==> config.mk <==
export PLATFORM = sky130hd
export DESIGN_NAME = alk_rot_issue_flat
export DESIGN_NICKNAME = d
export VERILOG_FILES = /design/src/rtl/alk_rot_pkg.sv /design/src/rtl/alk_rot_issue_if.sv /design/src/rtl/alk_rot_fifo.sv /design/src/rtl/alk_rot_issue.sv /design/src/flat_wrapper.sv
export SDC_FILE = /design/constraint.sdc
export NUM_CORES = 1
export LEC_CHECK = 0
export CAP_MARGIN = 20
export CORE_MARGIN = 8
export CORE_UTILIZATION = 56
export DETAILED_ROUTE_END_ITERATION = 16
export DONT_BUFFER_PORTS = 1
export MAX_ROUTING_LAYER = met4
export PLACE_DENSITY_LB_ADDON = 0.3
export SETUP_SLACK_MARGIN = 0.05
export SYNTH_ARGS = -nofsm -noshare
export SYNTH_HDL_FRONTEND = slang
export SYNTH_SLANG_ARGS = --single-unit
==> constraint.sdc <==
create_clock -name clk_h -period 3.28 [get_ports clk_h]
set_input_delay 0.164 -clock clk_h [delete_from_list [all_inputs] [get_ports clk_h]]
set_output_delay 0.164 -clock clk_h [all_outputs]
set_load 0.05 [all_outputs]
==> src/rtl/alk_rot_pkg.sv <==
// Shared ROT-field definitions: code width, NOP encoding, MODSP decode and issue FSM states.
package alk_rot_pkg;

  localparam int ROT_W = 6;
  localparam logic [ROT_W-1:0] ROT_NOP = 6'h00;

  typedef enum logic [0:0] {
    RUN = 1'b0,
    GAP = 1'b1
  } rot_state_e;

  // Must stay identical to the ALK's modsp decode, or the interlock is meaningless.
  function automatic logic is_modsp(input logic [ROT_W-1:0] rot);
    case (rot)
      6'h27, 6'h2D, 6'h2F, 6'h3B, 6'h3D, 6'h3F: is_modsp = 1'b1;
      default:                                  is_modsp = 1'b0;
    endcase
  endfunction

endpackage

==> src/rtl/alk_rot_issue_if.sv <==
// Microword-fetch to ROT-issue handshake: ROT code with valid/ready transfer.
interface alk_rot_issue_if;
  import alk_rot_pkg::*;

  logic [ROT_W-1:0] in_rot_h;
  logic             in_valid_h;
  logic             in_ready_h;

  modport master (output in_rot_h, output in_valid_h, input in_ready_h);
  modport slave  (input in_rot_h, input in_valid_h, output in_ready_h);

endinterface

==> src/rtl/alk_rot_fifo.sv <==
// DEPTH-entry synchronous FIFO for pending ROT codes; caller guarantees no push when full, no pop when empty.
module alk_rot_fifo #(
  parameter int DEPTH = 4,
  parameter int W     = 6
) (
  input  logic                   clk_h,
  input  logic                   reset_h,
  input  logic                   i_push,
  input  logic                   i_pop,
  input  logic [W-1:0]           i_din,
  output logic [W-1:0]           o_head,
  output logic                   o_empty,
  output logic [$clog2(DEPTH):0] o_count
);

  localparam int AW = $clog2(DEPTH);

  logic [W-1:0]  r_mem [DEPTH];
  logic [AW-1:0] r_wr_ptr;
  logic [AW-1:0] r_rd_ptr;
  logic [AW:0]   r_count;

  // NOTE: storage is left out of reset; only pointers and count decide what is valid,
  // so a flush is just clearing them and the array maps to plain RAM/flops without reset.
  always_ff @(posedge clk_h) begin
    if (i_push) r_mem[r_wr_ptr] <= i_din;
  end

  // NOTE: sequential state is written with non-blocking assignments so every
  // register samples pre-edge values regardless of statement order.
  always_ff @(posedge clk_h) begin
    if (reset_h) begin
      r_wr_ptr <= '0;
      r_rd_ptr <= '0;
      r_count  <= '0;
    end else begin
      if (i_push) r_wr_ptr <= r_wr_ptr + AW'(1);
      if (i_pop)  r_rd_ptr <= r_rd_ptr + AW'(1);
      case ({i_push, i_pop})
        2'b10:   r_count <= r_count + (AW+1)'(1);
        2'b01:   r_count <= r_count - (AW+1)'(1);
        default: r_count <= r_count;
      endcase
    end
  end

  assign o_head  = r_mem[r_rd_ptr];
  assign o_empty = (r_count == '0);
  assign o_count = r_count;

endmodule

==> src/rtl/alk_rot_issue.sv <==
// ROT issue stage: FIFO-buffers ROT codes and drives registered rot_h, inserting bubbles between MODSP ROTs.
// Optional `ALK_ROT_PARITY_EN adds the registered odd-parity output rot_par_h.
module alk_rot_issue
  import alk_rot_pkg::*;
#(
  parameter int DEPTH  = 4,
  parameter int SP_GAP = 1
) (
  input  logic                   clk_h,
  input  logic                   reset_h,
  alk_rot_issue_if.slave         in_if,
  input  logic                   stall_h,
  output logic [ROT_W-1:0]       rot_h,
  output logic                   rot_valid_h,
  output logic                   modsp_h,
  output logic [$clog2(DEPTH):0] count_h
`ifdef ALK_ROT_PARITY_EN
  ,
  output logic                   rot_par_h
`endif
);

  localparam int CW = $clog2(DEPTH) + 1;
  localparam int GW = (SP_GAP > 0) ? $clog2(SP_GAP + 1) : 1;
  localparam logic [0:0] S_RUN = RUN;
  localparam logic [0:0] S_GAP = GAP;

  logic [ROT_W-1:0] r_rot;
  logic             r_valid;
  logic             r_modsp;
  logic [GW-1:0]    r_gap;
  logic [0:0]       r_state;

  logic             w_push;
  logic             w_pop;
  logic             w_empty;
  logic             w_head_modsp;
  logic [ROT_W-1:0] w_head;
  logic [CW-1:0]    w_count;
  logic [GW-1:0]    w_gap_nxt;
  logic [ROT_W-1:0] w_rot_nxt;

  alk_rot_fifo #(.DEPTH(DEPTH), .W(ROT_W)) u_fifo (
    .clk_h   (clk_h),
    .reset_h (reset_h),
    .i_push  (w_push),
    .i_pop   (w_pop),
    .i_din   (in_if.in_rot_h),
    .o_head  (w_head),
    .o_empty (w_empty),
    .o_count (w_count)
  );

  assign in_if.in_ready_h = (w_count != CW'(DEPTH));
  assign w_push           = in_if.in_valid_h & in_if.in_ready_h;
  assign w_head_modsp     = is_modsp(w_head);

  // GAP state means the previous MODSP is still too close: a MODSP head must wait.
  assign w_pop = !stall_h && !w_empty && !(w_head_modsp && (r_state == S_GAP));

  // NOTE: every always_comb output gets a default first so no path leaves it unassigned (no latch).
  always_comb begin
    w_rot_nxt = ROT_NOP;
    w_gap_nxt = (r_gap != '0) ? r_gap - GW'(1) : '0;
    if (w_pop) begin
      w_rot_nxt = w_head;
      if (w_head_modsp) w_gap_nxt = GW'(SP_GAP);
    end
  end

  always_ff @(posedge clk_h) begin
    if (reset_h) begin
      r_rot   <= ROT_NOP;
      r_valid <= 1'b0;
      r_modsp <= 1'b0;
      r_gap   <= '0;
      r_state <= S_RUN;
    end else if (!stall_h) begin
      r_rot   <= w_rot_nxt;
      r_valid <= w_pop;
      r_modsp <= w_pop & w_head_modsp;
      r_gap   <= w_gap_nxt;
      r_state <= (w_gap_nxt != '0) ? S_GAP : S_RUN;
    end
  end

`ifdef ALK_ROT_PARITY_EN
  logic r_par;

  always_ff @(posedge clk_h) begin
    if (reset_h)       r_par <= 1'b1;
    else if (!stall_h) r_par <= ~^w_rot_nxt;
  end

  assign rot_par_h = r_par;
`endif

  assign rot_h       = r_rot;
  assign rot_valid_h = r_valid;
  assign modsp_h     = r_modsp;
  assign count_h     = w_count;

endmodule

==> src/flat_wrapper.sv <==
// flat-port wrapper written by rule: the top's interface ports become plain ports
module alk_rot_issue_flat import alk_rot_pkg::*;
#(
  parameter int DEPTH  = 4,
  parameter int SP_GAP = 1
)
  (clk_h, reset_h, stall_h, rot_h, rot_valid_h, modsp_h, count_h, in_if_in_rot_h, in_if_in_valid_h, in_if_in_ready_h);
  alk_rot_issue_if in_if_i ();
  input  logic clk_h;
  input  logic reset_h;
  input  logic stall_h;
  output logic [ROT_W-1:0] rot_h;
  output logic rot_valid_h;
  output logic modsp_h;
  output logic [$clog2(DEPTH):0] count_h;
  input wire logic [$bits(in_if_i.in_rot_h)-1:0] in_if_in_rot_h;
  input wire logic [$bits(in_if_i.in_valid_h)-1:0] in_if_in_valid_h;
  output wire logic [$bits(in_if_i.in_ready_h)-1:0] in_if_in_ready_h;
  assign in_if_i.in_rot_h = in_if_in_rot_h;
  assign in_if_i.in_valid_h = in_if_in_valid_h;
  assign in_if_in_ready_h = in_if_i.in_ready_h;
  alk_rot_issue #(.DEPTH(DEPTH), .SP_GAP(SP_GAP)) u_core (.clk_h(clk_h), .reset_h(reset_h), .in_if(in_if_i), .stall_h(stall_h), .rot_h(rot_h), .rot_valid_h(rot_valid_h), .modsp_h(modsp_h), .count_h(count_h));
endmodule
==> impl_metrics.toml <==
[global_routing]
use_met3_pct = 6.276
grt_pass1_wl_mm = 4.726
use_met2_pct = 20.51
top_usage_layer = "met2"
grt.overflow.total = 0
grt_max_degree = 20
grt_pass1_vias = 1022
grt_antenna_before_repair = 0
grt_util_met1_pct = 12.34
grt_usage_pct = 12.68

[drt]
dr.pass1.iters = 4
vias = 977
drt_iter0_drc = 64
vias_per_cell = 5.713
postRouteAntennaNets = 0
routedWlPerCell_microns = 17.32
wl_mm = 2.961
route.detailed.drc = 0

[layout]
design_area_sq_mm = 0.001913
seq_area_sq_mm = 0.001065
n_fill_cell = 222
multi_input_area_sq_um = 596.8
fin_nets = 153
drive_gt1_share_pct = 11.59
antenna_cells = 0
syn_to_final_growth_pct = 11.77

[critical_path]
critical_path.top_delay_family = "compound AO/OA/AOI/OAI gates"
reg2regPathDepth = 11
crit_slowest_cell = "mux4_1"
reg2reg_setup_slack_ns = 0.20
cp-end-kind = "flop"
crit-reg2reg-capture = "u_core.u_fifo.o_count[2]$_SDFFE_PP0P_"
worstPathRequired_ns = 3.57
slowest_delay_ns = 0.61
worstPathCellList = "mux4_1 > a21o_1 > a22o_2 > a21o_4 > clkinv_2 > ha_1 > inv_1 > fa_1 > xor2_1 > or3_1 > a21oi_1"
critPathArrivalTime_ns = 3.37
critPathLaunchType = "flop"
crit_buf_inv = 2
worstSetupPathType = "reg -> reg"
path_max_fanout = 8

[die]
rows = 20
io-pin-count = 22
die_y_microns = 71.29
core_area_sq_mm = 0.002978
initial_core_util_pct = 57.48
die-area_sq_mm = 0.005082
die_w_microns = 71.29

[pwr]
p_comb_share_pct = 24.6
swShare_pct = 35.25
leakage_nw = 0.7013
p_seq_share_pct = 53.0
power_density_mw_per_mm2 = 777.8
switchingPower_w = 0.0005244
p_int_w = 0.0009635
irDropWorstVdd_mv = 0.4156
clockPowerShare_pct = 22.4

[timing]
setup_viol = 0
tightestPinTransition_ns = 0.6101
max_clock_freq_ghz = 0.3245
rsz0062_at_grt = "no"
fin_crit_ns = 3.082
clock_skew_ns = 0.005315
slew_viol_final = 0
relSlewSlack_pct = 59.27
hold_ws_ns = 0.04171
final.period_utilization_pct = 93.97
setup_slack_ns = 0.1979
setup-tns-final_ns = 0
hold_viol_final = 0

[yosys]
synth_area_leaders = "edfxtp_1 (42%), dfxtp_1 (20%), mux4_1 (7.7%)"
synth_cell_types = 32
synth.top_cell.area_share_pct = 42.11
ys_warn_count = 0
yosysTopAreaCell = "edfxtp_1"
syn_inst = 124
postSynthAreaPerCell_sq_um = 13.80
ys_ff_latch = 41
synth.net_count = 140
synth.cell_area_sq_mm = 0.001712
yosysSeqAreaShare_pct = 61.99

[min_path]
hold_path_class = "in -> reg"
whs_path_depth = 2
hp-start = "reset_h"

[cts]
numCtsBuffers = 5
htree_levels = 2
cts_tree = "done"
root_buffer = "clkbuf_4"
cts_buffer_depth = 2
cts_num_sinks = 41
cts.clk_slew.worst_paths_ns = 0.13
clk_latency_ns = 0.35
cts_setup_buffers = 0

[run_status]
status = "finished clean"

[placed_design]
gp_congestion = 0.7907
port_buffers = 0
dp_hpwl_mm = 2.046
placed_cell_area_sq_mm = 0.001745
pre_cts_slack_ns = 0.07718

[run]
cap_viol_max_count = 0
[metrics by stage]
step | power [W] | util [%] | std cells
after detailed placement | 0.001147 | 58.61 | 155
after CTS | 0.001496 | 64.16 | 171
final | 0.001488 | 64.24 | 171
after global placement | 0.001125 | 58.61 | 155
after global routing | 0.001566 | 64.24 | 171
after floorplan | 0.001079 | - | 124
[power groups by stage]
stage	Sequential [W]	Combinational [W]	Clock, W
2_1_floorplan	0.000789	0.000290	0
3_3_place_gp	0.000793	0.000332	0
3_5_place_dp	0.000800	0.000348	0
4_1_cts	0.000789	0.000366	0.000341
5_1_grt	0.000800	0.000405	0.000360
6_report	0.000789	0.000365	0.000333
[registers in the layout, indices dropped and copies added (netlist names), named ones only]
name,cells
u_core.u_fifo.r_mem,24
u_core.rot_h,6
u_core.u_fifo.o_count,3
u_core.u_fifo.r_rd_ptr,2
u_core.u_fifo.r_wr_ptr,2
u_core.r_state,1
u_core.rot_valid_h,1
[worst reg2reg max path: stages, from the launching register on]
cell and delay, ns:
dfxtp_4 0.42, mux4_1 0.62, a21o_1 0.18, a22o_2 0.23
a21o_4 0.26, clkinv_2 0.07, ha_1 0.18, inv_1 0.06
fa_1 0.38, xor2_1 0.17, or3_1 0.31, a21oi_1 0.14
[cell usage in the layout, fill, tap and decap left out]
master / netlist / routed
edfxtp_1: 24 / 24
dfxtp_1: 17 / 16
nand2_1: 9 / 9
nor2_1: 8 / 8
dlygate4sd3_1: 0 / 8
inv_1: 7 / 7
o22ai_1: 6 / 6
mux4_1: 5 / 5
and3_1: 5 / 5
ha_1: 5 / 5
clkbuf_4: 0 / 5
a21oi_1: 4 / 4
nand2b_1: 4 / 4
nor2b_1: 3 / 3
mux2_1: 3 / 3
and2_1: 2 / 2
xor2_1: 2 / 2
or2b_1: 2 / 2
buf_4: 0 / 2
mux4_2: 1 / 1
a21o_1: 1 / 1
a22o_2: 1 / 1
nor3_1: 1 / 1
or2_2: 1 / 1
a21o_4: 1 / 1
clkinv_2: 1 / 1
nand3_1: 1 / 1
a211oi_1: 1 / 1
o21ai_0: 1 / 1
or3_1: 1 / 1
a32oi_1: 1 / 1
xnor2_1: 1 / 1
fa_1: 1 / 1
dfxtp_4: 0 / 1
clkinvlp_4: 0 / 1
clkinv_4: 0 / 1
bufinv_16: 0 / 1
[synth_stat cells]
cell type	count
mux4_1	5
inv_1	7
and3_1	5
nand2b_1	4
a21o_4	1
nor2_1	8
nor2b_1	3
xnor2_1	1
mux2_1	3
clkinv_2	1
dfxtp_1	17
a21o_1	1
mux4_2	1
and2_1	2
nor3_1	1
ha_1	5
clkbuf_1	3
a211oi_1	1
a21oi_1	4
o21ai_0	1
a22o_2	1
xor2_1	2
fa_1	1
nand3_1	1
edfxtp_1	24
o22ai_1	6
buf_6	1
or2_2	1
nand2_1	9
or2b_1	2
or3_1	1
a32oi_1	1
[routing by layer]
| metal | wire length (microns) | vias to the layer above |
|---|---|---|
| li1 | - | 476 |
| met1 | 1255 | 462 |
| met2 | 1419 | 30 |
| met3 | 225 | 9 |
| met4 | 60 | 0 |
| met5 | 0 | - |
[cell families after synthesis]
group,Yosys count,synth area share [%]
multiplexers,9,10.96
flip-flops,41,61.99
AO/OA/AOI/OAI,16,6.506
AND/OR/NAND/NOR,37,11.04
adder cells (fa/ha/maj),6,4.825
XOR/XNOR,3,1.535
buffers and inverters,12,3.143
[layout make-up]
type | count | area share [%]
Tap cell | 33 | 2.158
Clock buffer | 5 | 1.962
Multi-Input combinational cell | 71 | 31.20
Sequential cell | 41 | 55.66
Clock inverter | 3 | 2.420
Inverter | 8 | 1.635
Timing Repair Buffer | 10 | 4.971
[worst max-delay path by stage]
stage / startpoint / to / slack, ns / cells past startpoint
2_1_floorplan: u_core.u_fifo.o_count[2]$_SDFFE_PP0P_ / u_core.u_fifo.o_count[2]$_SDFFE_PP0P_ / 0.36 / 9
3_3_place_gp: flop / u_core.u_fifo.o_count[2]$_SDFFE_PP0P_ / 0.19 / 11
3_5_place_dp: flop / u_core.u_fifo.o_count[2]$_SDFFE_PP0P_ / 0.08 / 11
4_1_cts: flop / u_core.u_fifo.o_count[2]$_SDFFE_PP0P_ / 0.15 / 11
5_1_grt: flop / u_core.u_fifo.o_count[2]$_SDFFE_PP0P_ / 0.09 / 11
6_report: flop / u_core.u_fifo.o_count[2]$_SDFFE_PP0P_ / 0.20 / 11
[repair_timing]
action	4_1_cts	5_1_grt
gates cloned	0	0
gates resized for setup	1	1
pin swaps	0	0
hold endpoints to repair	37	0
hold buffers	8	0
setup endpoints to repair	1	1
Note: power is estimated with default switching activity, not from simulation.
